[src/rtl/regfile_arbiter.sv]
// regfile_arbiter: shares the single write / dual read port of registerFile
// between requester A (CPU datapath) and requester B (debug/loader).
// Every granted access is one 3-cycle transaction: IDLE -> ACCESS -> RESP.
// Optional feature macro: ARB_LOCK_EN. When it is defined, an owner holding
// x_lock re-grants back-to-back at 2 cycles per transaction.
module regfile_arbiter #(
   parameter int DATA_W     = 16,
   parameter int ADDR_W     = 4,
   parameter int FIXED_PRIO = 0
) (
   input  logic              clk,
   input  logic              reset,
   input  logic              a_req,
   input  logic              b_req,
   input  logic              a_we,
   input  logic              b_we,
   input  logic [ADDR_W-1:0] a_dst,
   input  logic [ADDR_W-1:0] b_dst,
   input  logic [ADDR_W-1:0] a_src,
   input  logic [ADDR_W-1:0] b_src,
   input  logic [DATA_W-1:0] a_wdata,
   input  logic [DATA_W-1:0] b_wdata,
   input  logic              a_lock,
   input  logic              b_lock,
   output logic              a_gnt,
   output logic              b_gnt,
   output logic              a_done,
   output logic              b_done,
   output logic [DATA_W-1:0] rdata1,
   output logic [DATA_W-1:0] rdata2,
   output logic              rf_writeEn,
   output logic [DATA_W-1:0] rf_writeData,
   output logic [ADDR_W-1:0] rf_dstAddr,
   output logic [ADDR_W-1:0] rf_srcAddr,
   input  logic [DATA_W-1:0] rf_readData1,
   input  logic [DATA_W-1:0] rf_readData2
);

   typedef enum logic [1:0] {IDLE, ACCESS, RESP} state_t;

   state_t            state_q, state_d;
   logic              owner_q, owner_d;   // 0 = A, 1 = B
   logic              last_q,  last_d;    // requester granted most recently
   logic              load;               // latch the selected requester's fields
   logic              sel_b;              // requester whose fields are latched
   logic              we_q;
   logic              sel_we;
   logic [ADDR_W-1:0] sel_dst, sel_src;
   logic [DATA_W-1:0] sel_wdata;

`ifndef ARB_LOCK_EN
   // Lock inputs exist on the port list but have no effect in this build.
   logic unused_lock;
   assign unused_lock = a_lock ^ b_lock;
`endif

   // Next-state, winner selection and field-latch control.
   always_comb begin
      state_d = state_q;
      owner_d = owner_q;
      last_d  = last_q;
      load    = 1'b0;
      sel_b   = owner_q;
      case (state_q)
         IDLE: begin
            if (a_req || b_req) begin
               if (a_req && b_req)
                  sel_b = (FIXED_PRIO != 0) ? 1'b0 : ~last_q;
               else
                  sel_b = b_req;
               load    = 1'b1;
               owner_d = sel_b;
               last_d  = sel_b;
               state_d = ACCESS;
            end
         end
         ACCESS: state_d = RESP;
         RESP: begin
            state_d = IDLE;
`ifdef ARB_LOCK_EN
            // Locked owner keeps the port; the tie pointer is left alone.
            if (owner_q ? (b_lock && b_req) : (a_lock && a_req)) begin
               load    = 1'b1;
               sel_b   = owner_q;
               state_d = ACCESS;
            end
`endif
         end
         default: state_d = IDLE;
      endcase
   end

   // Field mux for the requester being latched.
   always_comb begin
      sel_we    = sel_b ? b_we    : a_we;
      sel_dst   = sel_b ? b_dst   : a_dst;
      sel_src   = sel_b ? b_src   : a_src;
      sel_wdata = sel_b ? b_wdata : a_wdata;
   end

   // State, pointer, latched request fields and read-data capture.
   always_ff @(posedge clk) begin
      if (reset) begin
         state_q      <= IDLE;
         owner_q      <= 1'b0;
         last_q       <= 1'b1;   // first tie goes to A
         we_q         <= 1'b0;
         rf_writeData <= '0;
         rf_dstAddr   <= '0;
         rf_srcAddr   <= '0;
         rdata1       <= '0;
         rdata2       <= '0;
      end else begin
         state_q <= state_d;
         owner_q <= owner_d;
         last_q  <= last_d;
         if (load) begin
            we_q         <= sel_we;
            rf_writeData <= sel_wdata;
            rf_dstAddr   <= sel_dst;
            rf_srcAddr   <= sel_src;
         end
         // Capture at the end of ACCESS, same edge as the write: old dst value.
         if (state_q == ACCESS) begin
            rdata1 <= rf_readData1;
            rdata2 <= rf_readData2;
         end
      end
   end

   assign a_gnt  = (state_q != IDLE) && !owner_q;
   assign b_gnt  = (state_q != IDLE) &&  owner_q;
   assign a_done = (state_q == RESP) && !owner_q;
   assign b_done = (state_q == RESP) &&  owner_q;
   // Gated by reset so a transaction aborted in ACCESS never commits its write.
   assign rf_writeEn = (state_q == ACCESS) && we_q && !reset;

endmodule

[config.mk]
export PLATFORM = sky130hd
export DESIGN_NAME = regfile_arbiter
export DESIGN_NICKNAME = d
export VERILOG_FILES = /design/src/rtl/regfile_arbiter.sv
export SDC_FILE = /design/constraint.sdc
export NUM_CORES = 1
export LEC_CHECK = 0
export CAP_MARGIN = 20
export CORE_MARGIN = 5
export CORE_UTILIZATION = 40
export CTS_CLUSTER_DIAMETER = 100
export DETAILED_ROUTE_END_ITERATION = 10
export PLACE_DENSITY_LB_ADDON = 0.15
export SLEW_MARGIN = 10
export SYNTH_ARGS = -nofsm -noshare
export SYNTH_HDL_FRONTEND = slang
export SYNTH_SLANG_ARGS = --single-unit
[constraint.sdc]
create_clock -name clk -period 1.6 [get_ports clk]
set_input_delay 0.16 -clock clk [delete_from_list [all_inputs] [get_ports clk]]
set_output_delay 0.16 -clock clk [all_outputs]
set_load 0.02 [all_outputs]
== Word level (Yosys, flattened, before mapping) ==
Index checks and enable logic that the tools add are counted.
Operators by class
  eq/ne operators: 3
  mux-type cells: 11
  bitwise gates (word level): 1
  reductions and logical operators: 13
Operators by type and width (count)
  16-bit 2-to-1 mux: 1
  4-bit 2-to-1 mux: 2
  1-bit logical AND: 7
  1-bit 2-to-1 mux: 6
  2-bit one-hot mux with 2 select lines: 1
  2-bit by 1-bit == test with 1-bit output, second input constant: 1
  2-bit == test, second input constant: 1
  1-bit zero test: 2
  2-bit zero test: 1
  2-bit 2-to-1 mux: 1
  2-bit inequality test, second input constant: 1
  2-bit AND reduction: 1
  2-bit nonzero test: 1
  1-bit logical OR: 1
  1-bit inverter: 1
Word-level totals
  bits in registers: 61
  input bits: 88
  output and inout port bits: 61
  logic and storage cells: 37

== Longest topological paths before layout ==
  word-level depth: 5
  mapped depth: 6
  depth with buffers taken out: 3

== Least setup slack after synthesis ==
OpenSTA, ideal clock, no wires.
  kind: register -> register
  start: reg state_q[1]
  end: reg rf_writeData[3]
  library setup time: 0.134 ns
  data arrival time: 1.166 ns
  required time: 1.466 ns
  setup slack: 0.300 ns
  cell stages (with the launch flop): 6
  path buffers: 2
  cells stage by stage: dfxtp_1 -> or2_1 -> buf_6 -> buf_8 -> a2111oi_2 -> nor4_1
On the way
  cells in the longest elaborated chain, start to end: 3
Ends and longest elaborated chain
  start: declaration: line 41  | state_t state_q, state_d;
  start signal: assignment: line 114  | state_q <= state_d;
  2-bit zero test *: line 64  | case (state_q)
  1-bit 2-to-1 mux: line 64
  16-bit 2-to-1 mux: line 98  | sel_wdata = sel_b ? b_wdata : a_wdata;
  end signal: assignment: line 119  | rf_writeData <= sel_wdata;
  end: declaration: line 32  | output logic [DATA_W-1:0] rf_writeData,
Every way passes the cells marked *; elsewhere a longest branch is shown, timed or not.
A chain may end at the register's enable or synchronous reset.

== Worst setup path after layout ==
  start: reg state_q[0]
  end: reg we_q
On the way
  cells in the longest elaborated chain, start to end: 3
Ends and longest elaborated chain
  2-bit zero test *: line 64
  1-bit 2-to-1 mux: line 64
  1-bit 2-to-1 mux: line 95  | sel_we = sel_b ? b_we : a_we;
  end signal: assignment: line 118  | we_q <= sel_we;
  end: declaration: line 46  | logic we_q;
Marks and branches as above.

==> out/metrics.csv <==
stage,metric,value,unit
run_status,status,completed,
finish,Ant. Diodes,0,
placed_design,Place WS,-67.5,ps
synth,Post-Syn Area,2870,um^2
synth,post-synth top area cell,dfxtp_1,
route,Vias,2925,
clocking,"CTS clk-pin slew, worst paths",70,ps
die,I/O Pins,149,
worst_setup_path,Critical Path Source Type,register,
clocking,root buf cell,clkbuf_8,
sta,TNS Setup,0,ps
finish,"Area growth, synth to finish",60.1,%
route,# DRC,0,
sta,Period minus WS final,1560,ps
sta,Layout Skew,5.87,ps
worst_setup_path,"critical path fanouts, max",19,
sta,final hold vios,0,
clocking,TritonCTS Buffers,9,
die,die height,94.7,um
worst_hold_path,HP Class,in2reg,
flow_run,max-cap violations,0,
synth,number of synthesized flops with an enable pin,0,
synth,"count leader, synth",nand2_1,
sta,final setup vio count,0,
sta,Worst-Margin Slew,640,ps
die,row cnt,30,
worst_setup_path,WS Path Type,reg2reg,
finish,Finished Cell Area,4600,um^2
power_and_ir_drop,Cell Int Power,3090,uW
sta,max_slew headroom,57.3,%
worst_setup_path,"Critical Path, Cell by Cell",or2_2 -> buf_4 -> a2111oi_0 -> nor4_1,
placed_design,Detail Placement HPWL,6.18,mm
grt,antenna violations before repair,0,
power_and_ir_drop,Clk pwr share,33.1,%
clocking,maximum level of the CTS H-tree,3,
worst_setup_path,"Slowest-stage cell, CP",a2111oi_0,
route,First DRT Iteration DRCs,102,
power_and_ir_drop,NetSw,1300,uW
power_and_ir_drop,Leakage,0.00157,uW
placed_design,placed cell areas,4360,um^2
grt,largest net degree at the start of global routing,61,
clocking,postcts setup bufs,0,
die,Initial Utilization,41.6,%
synth,Main synth FF type,dfxtp_1,
synth,synth warn,0,
placed_design,gpl congestion,0.772,
synth,top post-synthesis cells by area,"dfxtp_1, a2111oi_2, a21oi_1, nand2_1, nor4b_1",
route,Routed wire per std cell,16.3,um
grt,vias in the first global route,2914,
grt,total gr overflow,0,
power_and_ir_drop,Sw Ratio,29.5,%
clocking,hold buffer count at CTS,0,
sta,Setup WS post-layout,43.1,ps
finish,Fillers,621,
finish,Nets,540,
synth,synthesized flop and latch total,61,
synth,Synth top area share,42.5,%
sta,final slew viol count,0,
route,WL final,9.01,mm
synth,Unique masters post-synth,25,
die,Die W,94.7,um
route,Final ANT Viol Nets,0,
worst_setup_path,CP arrival,1730,ps
worst_setup_path,CP required,1780,ps
grt,first-pass GRT wire length,14.5,mm
power_and_ir_drop,Seq pwr share,39.4,%
synth,register area share after synthesis,42.5,%
power_and_ir_drop,Comb power frac,27.6,%
sta,RSZ-0062 raised after global routing,no,
sta,Final period util,97.3,%
synth,Mapped Avg Cell Area,9.06,um^2
clocking,CTS tree,done,
sta,f_max,0.642,GHz
clocking,clock buffer depth,2,
clocking,total clock sinks,61,
route,DRT Pass-1 Iters,4,
worst_setup_path,Critical Path Max Stage Delay,420,ps
power_and_ir_drop,VDD IR max,0.545,mV
sta,hold slack,23.6,ps
synth,Commonest cells post-synth,"nand2_1, dfxtp_1, a21oi_1",
finish,Finished Core Util,66.6,%
synth,asr flop ratio synth,0,%
power_and_ir_drop,Pwr Density,955,nW/um^2
die,die area,8980,um^2
clocking,latest clock arrival within the worst-skew pair,320,ps
grt,GRT Overall Usage,20.1,%
placed_design,number of port buffers,146,
synth,Synthesized Nets,405,
route,vias per cell,5.29,
finish,fraction of layout instances using a drive strength above 1,15.8,%
worst_setup_path,CP endpoint kind,register,
synth,synthesized instance count,317,
die,core area,6910,um^2
==> sequential cells by signal, summed over array words and instances (netlist names), named ones only <==
signal	flops
rdata1	16
rdata2	16
rf_writeData	16
rf_dstAddr	4
rf_srcAddr	4
state_q	2
last_q	1
we_q	1
==> metrics by stage <==
| step | power [uW] | std cells |
|---|---|---|
| 2_1_floorplan | 2410 | 317 |
| 3_3_place_gp | 2950 | 537 |
| 3_5_place_dp | 2970 | 537 |
| 4_1_cts | 4420 | 553 |
| 5_1_grt | 4610 | 553 |
| 6_report | 4390 | 553 |
==> critical path, delay by kind of cell, from the launching register on <==
kind                   cells  cell delay, ps
DFF                        1             340
buffers and inverters      1             230
and+or+nand+nor            2             420
AOI/OAI and AO/OA          1             420
==> logic make-up (layout without fill, tap and decap cells) <==
family | Yosys count | count (layout) | share of synthesized area (%)
DFF | 61 | 61 | 42.5
buffers and inverters | 41 | 181 | 8.41
AOI/OAI and AO/OA | 85 | 85 | 24.0
and+or+nand+nor | 130 | 130 | 25.0
==> cell type report <==
type,count,area (um^2),share of cell area [%]
Clock buffer,13,169,3.67
Tap cell,96,120,2.61
Multi-Input combinational cell,215,1450,31.5
Timing Repair Buffer,164,1590,34.6
Clock inverter,3,42.5,0.925
Inverter,1,3.75,0.0816
Sequential cell,61,1220,26.6
==> final timing paths <==
| path | to | slack [ps] | depth (start not counted) | from |
|---|---|---|---|---|
| max | we_q | 40 | 4 | state_q[0] |
| min | state_q[1] | 20 | 2 | reset |
| max reg2reg | we_q | 40 | 4 | state_q[0] |
| min reg2reg | rdata2[11] | 450 | 2 | rdata2[11] |
==> layout by cell type, fill, tap and decap left out, drive strengths merged <==
master	netlist	layout
nor3	1	1
dlygate4sd2	0	2
dfxtp	61	61
nor3b	2	2
nor4b	25	25
dlygate4sd1	0	1
nand2	65	65
or2	2	2
buf	27	21
and3b	1	1
nand2b	1	1
clkinvlp	0	1
bufinv	0	1
a2111oi	25	25
clkinv	1	2
nor2	4	4
nor2b	2	2
and2	2	2
nor4	25	25
a21oi	59	59
o21bai	1	1
clkbuf	13	14
clkdlybuf4s50	0	139
==> repair_timing <==
action,4_1_cts,5_1_grt
resized for setup,8,11
endpoints found under the setup margin,5,21
pin swaps,0,0
cloned,0,0
==> power by group through the flow <==
stage	clock network [uW]	logic [uW]	registers (uW)
6_report	1450	1210	1730
4_1_cts	1490	1210	1730
5_1_grt	1560	1300	1750
3_5_place_dp	0	1210	1760
3_3_place_gp	0	1190	1760
2_1_floorplan	0	510	1900
==> layer usage <==
metal	track usage [%]	up-vias	wire length (um)
met1	25.4	1368	3830
li1	-	1434	-
met2	33.0	114	4360
met3	5.66	9	738
met4	6.13	0	93
met5	0	-	0
Power figures use the tool's default switching activity.
